File: src/rtl/hash_issue_credit_ctrl.sv
// Credit-based issue gate in front of the hash PE array.
// Limits in-flight batches, drains the pipeline on stream delimiters, and
// keeps issue/stall statistics plus a sticky retire-underflow flag.
module hash_issue_credit_ctrl #(
    parameter int PAYLOAD_W = 512,
    parameter int CNT_W     = 6,
    parameter int STAT_W    = 32
) (
    input  logic                 clk,
    input  logic                 rst,
    input  logic                 cfg_enable,
    input  logic [CNT_W-1:0]     cfg_max_queued_req_num,
    input  logic                 in_valid,
    input  logic [PAYLOAD_W-1:0] in_payload,
    input  logic                 in_delim,
    output logic                 in_ready,
    output logic                 out_valid,
    output logic [PAYLOAD_W-1:0] out_payload,
    output logic                 out_delim,
    input  logic                 out_ready,
    input  logic                 retire_valid,
    input  logic                 retire_delim,
    output logic [CNT_W-1:0]     outstanding,
    output logic                 draining,
    output logic [STAT_W-1:0]    stat_issued,
    output logic [STAT_W-1:0]    stat_stall_cycles,
    output logic                 err_underflow
);

    typedef enum logic [1:0] {
        IDLE  = 2'd0,
        RUN   = 2'd1,
        DRAIN = 2'd2
    } state_t;

    localparam logic [CNT_W-1:0] CNT_MAX = '1;

    state_t           state;
    state_t           state_next;
    logic [CNT_W-1:0] count;
    logic [CNT_W-1:0] count_next;
    logic             delim_seen;
    logic             can_issue;
    logic             fire;
    logic             retire_dec;
    logic             retire_underflow;
    logic             drain_entry;

    // Issue gating depends only on registered state/count and cfg, so the
    // out_ready -> in_ready path is purely combinational with no loop.
    always_comb begin
        can_issue        = (state == RUN) && cfg_enable && (count < cfg_max_queued_req_num);
        in_ready         = out_ready && can_issue;
        out_valid        = in_valid && can_issue;
        out_payload      = in_payload;
        out_delim        = in_delim;
        fire             = in_valid && in_ready;
        retire_dec       = retire_valid && (count != '0);
        retire_underflow = retire_valid && (count == '0);
        outstanding      = count;
        draining         = (state == DRAIN);
    end

    // Credit count: simultaneous fire and retire cancel; saturate at the top,
    // never go below zero.
    always_comb begin
        count_next = count;
        if (fire && !retire_dec) begin
            if (count != CNT_MAX) begin
                count_next = count + 1'b1;
            end
        end else if (!fire && retire_dec) begin
            count_next = count - 1'b1;
        end
    end

    // Next-state logic; DRAIN releases one cycle after the pipe is empty and
    // the delimiter batch has been seen retiring.
    always_comb begin
        state_next  = state;
        drain_entry = 1'b0;
        case (state)
            IDLE: begin
                if (cfg_enable) begin
                    state_next = RUN;
                end
            end
            RUN: begin
                if (fire && in_delim) begin
                    state_next  = DRAIN;
                    drain_entry = 1'b1;
                end else if (!cfg_enable && (count == '0)) begin
                    state_next = IDLE;
                end
            end
            DRAIN: begin
                if ((count == '0) && delim_seen) begin
                    state_next = cfg_enable ? RUN : IDLE;
                end
            end
            default: state_next = IDLE;
        endcase
    end

    // State register and credit count.
    always_ff @(posedge clk) begin
        if (rst) begin
            state <= IDLE;
            count <= '0;
        end else begin
            state <= state_next;
            count <= count_next;
        end
    end

    // Delimiter-retired flag, cleared whenever a new drain begins.
    always_ff @(posedge clk) begin
        if (rst) begin
            delim_seen <= 1'b0;
        end else if (drain_entry) begin
            delim_seen <= 1'b0;
        end else if ((state == DRAIN) && retire_valid && retire_delim) begin
            delim_seen <= 1'b1;
        end
    end

    // Statistics (wrap naturally) and the sticky underflow error.
    always_ff @(posedge clk) begin
        if (rst) begin
            stat_issued       <= '0;
            stat_stall_cycles <= '0;
            err_underflow     <= 1'b0;
        end else begin
            if (fire) begin
                stat_issued <= stat_issued + STAT_W'(1);
            end
            if (in_valid && !in_ready && (state != IDLE)) begin
                stat_stall_cycles <= stat_stall_cycles + STAT_W'(1);
            end
            if (retire_underflow) begin
                err_underflow <= 1'b1;
            end
        end
    end

endmodule

File: config.mk
export PLATFORM = sky130hd
export DESIGN_NAME = hash_issue_credit_ctrl
export DESIGN_NICKNAME = d
export VERILOG_FILES = /design/src/rtl/hash_issue_credit_ctrl.sv
export SDC_FILE = /design/constraint.sdc
export NUM_CORES = 1
export LEC_CHECK = 0
export BUFFER_PORTS_ARGS = -buffer_cell sky130_fd_sc_hd__buf_2
export CORE_AREA = 2 2 437 439
export CTS_BUF_LIST = sky130_fd_sc_hd__clkbuf_8
export CTS_CLUSTER_SIZE = 30
export DETAILED_ROUTE_END_ITERATION = 7
export DIE_AREA = 0 0 439 441
export SLEW_MARGIN = 20
export SYNTH_ARGS = -nofsm -noshare
export SYNTH_HDL_FRONTEND = slang
export SYNTH_SLANG_ARGS = --single-unit
export TNS_END_PERCENT = 100
File: constraint.sdc
create_clock -name clk -period 3.6 [get_ports clk]
set_input_delay 0.72 -clock clk [delete_from_list [all_inputs] [get_ports clk]]
set_output_delay 0.72 -clock clk [all_outputs]
set_load 0.01 [all_outputs]
==> summary.txt <==
Clock network
  – CTS Root Cell: clkbuf_8
  – Post-CTS setup buffer count: 0
  – TritonCTS buffer count: 9
  – CTS tree: done
  – Clk buf depth: 2
  – H-tree Lvls: 3
  – Clock latency on the worst-skew pair: approximately 500 ps
  – CTS Hold Buffers Added: 0
  – Clock Sinks: 74
  – Reg clk slew, reported paths: 90 ps
  – PostCTS Resize Cnt: 0

Place
  – Place WS: 193 ps
  – HPWL Detailed: approximately 72,000 um
  – GP Congestion: approximately 0.8
  – Number of buffer cells added on primary ports: 88
  – Placed Cells: 3,088

Cells and area
  – Non-Filler Instances: about 3.1k
  – Layout Nets: between 1k and 1.5k
  – Layout area overhead: -0.141%
  – Share of cells above drive strength 1: a little under a quarter
  – Final core occ: 4.20%

Floorplanning
  – # rows: 160
  – IO Pins: around 1.1k
  – Die Y: approximately 440 um
  – Initial Utilization: 4.21%
  – Core Area: approximately 190,000 um^2
  – Die width: 439 um
  – Die area: 194,000 um^2

Job
  – Max Cap Viol: 0

Synthesis
  – Synth top area share: approximately half
  – Ranking of synthesized cells by area: buf_4 (48%), dfxtp_1 (19%), a21oi_1 (4.0%), or4_1 (3.4%), o31ai_1 (3.3%)
  – Syn avg cell area: ~8 um^2
  – Synth Cell Area: ~8000 um^2
  – Yosys cell types: 50
  – Synthesized instance count: roughly 1k
  – Number of flops mapped to enable cells by yosys: 0
  – Total of warnings raised by yosys: 0
  – Top FF cell, synth: dfxtp_1
  – Synth cell count leaders: buf_4 (514), dfxtp_1 (74), a21oi_1 (63)
  – Cell with the most instances after synthesis: buf_4
  – Sequential share of the synthesized area: a little under a fifth
  – FF+latch count, synth: 74
  – Yosys top cell by area: buf_4
  – Asr flop ratio synth: 0%
  – Syn Nets: 1,556

Detailed routing
  – Final wirelength: 80,900 um
  – DR iter-0 viols: between 400 and 500
  – DR pass1 iterations: 5
  – Vias: 5,611
  – Top Layer Used: met5
  – Antenna-violating nets left: 0
  – Via-to-Cell Ratio: between 1.5 and 2
  – DR WL met2: around 32,000 um
  – Wire per inst: about 26 um
  – Routed wl met3: between 20,000 and 30,000 um
  – DRC viols: 0
  – Metal-1 WL: around 18,000 um

Timing
  – Final hold violation count: 0
  – Final period util: between 80 and 90%
  – Final setup viols: 0
  – Clock skew: about 34 ps
  – Worst slew pin tran: between 700 and 800 ps
  – Final Slew Violations: 0
  – Setup ws final: between 400 and 500 ps
  – RSZ-0062 raised after global routing: no
  – Max_slew headroom: 51.5%
  – Setup TNS: 0 ps
  – Fmax: 320 MHz
  – Minimum clock period: 3120 ps

Critical path
  – CP Capture Type: register
  – Required time worst endpoint: roughly 4000 ps
  – Worst Path Class, Setup: reg2reg
  – FF-to-FF Start: outstanding[3]
  – Max stage delay on crit path: ~520 ps
  – CP Launch Type: register
  – CP max-delay cell: dfxtp_1
  – Crit path cell chain: ha_1 -> a21oi_1 -> o2111a_4 -> a21boi_4 -> nand2_1 -> ha_1 -> a211oi_1 -> o21bai_1 -> a21oi_1 -> nand4b_1 -> nand4_1
  – Max FO, Critical Path: 6
  – CP Launch Point: outstanding[3]
  – R2r setup slk: roughly 480 ps
  – Worst EP arrival: roughly 3500 ps

Power and ir drop
  – Final Power: between 2 and 2.5 mW
  – Total power divided by cell area: 299 nW/um^2
  – Worst vdd ir: a little over 0.2 mV
  – Leakage: between 1.5 and 2 nW

Worst hold path
  – Hold WC Path Type: reg2reg
  – Hold Startpoint: err_underflow

GRT
  – Vias in the first global route: about 5.3k
  – Global Route Usage Sum: under 10%
  – GR Overflow Total: 0
  – Largest net degree at the start of global routing: 51
  – First-pass GRT wire length: between 90,000 and 100,000 um
  – Initial antenna violation count: 4

Run status
  – Status: finished, final reports clean
flip-flops by register name, summed over array words and instances, names as in the netlist:
register and count:
stat_issued 32, stat_stall_cycles 32, outstanding 6, state 2, delim_seen 1, err_underflow 1
cells by family (layout without fill, tap and decap cells):
logic type / Yosys count / after routing / synth area share (%)
fa+ha+maj: 12 / 12 / 1.98
buf+inv: 563 / 138 / 50.9
compound gates: 150 / 150 / 12.0
simple gates: 205 / 205 / 14.8
mux: 8 / 8 / 1.10
flops: 74 / 74 / 18.6
xor+xnor: 6 / 6 / 0.660
other cells: 0 / 2 / 0
metrics by stage:
step	hold WS [ps]	instance area, um^2
final	486	7950
after global routing	514	7950
after CTS	496	7950
after detailed placement	474	7720
after global placement	454	7720
after floorplan	496	7960
placed cells by master, fill, tap and decap left out, types with 7 or more instances in the layout:
cell,instances
buf_2,88
nor4_1,8
nand2_1,31
o21ai_0,23
nand4_1,20
or3_1,20
inv_1,17
and3_1,7
nand3_1,28
o31ai_1,35
or4_1,36
nor2_1,24
ha_1,11
dfxtp_1,74
clkbuf_8,9
buf_4,16
a21oi_1,62
path summary, 6_finish.rpt:
check | to | depth (start not counted)
max | outstanding[5] | 11
min | err_underflow | 2
max reg2reg | outstanding[5] | 11
min reg2reg | err_underflow | 2
cell type report:
cell class                      count  area, um^2
Tap cell                         2511        3140
Timing Repair Buffer              105         581
Clock inverter                      7         108
Sequential cell                    74        1480
Fill cell                       22500      181000
Clock buffer                        9         124
Multi-Input combinational cell    381        2450
Antenna cell                        2        5.00
Inverter                           17        63.8
power breakdown:
group | internal [mW] | total (mW) | leakage (nW) | switching (mW)
Combinational | 0.201 | 0.577 | 1.13 | 0.376
Clock | 0.404 | 0.887 | 0.114 | 0.483
Sequential | 0.849 | 0.917 | 0.598 | 0.0674
Total | 1.45 | 2.38 | 1.84 | 0.926
worst max-delay path, delay by kind of cell, from the launching register on:
kind	cells	cell delay, ps
AO/OA/AOI/OAI	6	1440
AND/OR/NAND/NOR	3	390
flip-flops	1	520
adder cells (fa/ha/maj)	2	650
per-layer routing:
layer | vias to the layer above | GRT usage, %
met1 | 2508 | 4.78
met3 | 179 | 12.6
met2 | 805 | 11.0
met4 | 14 | 4.26
met5 | - | 1.69
li1 | 2105 | -
(Power assumes the default switching activity.)
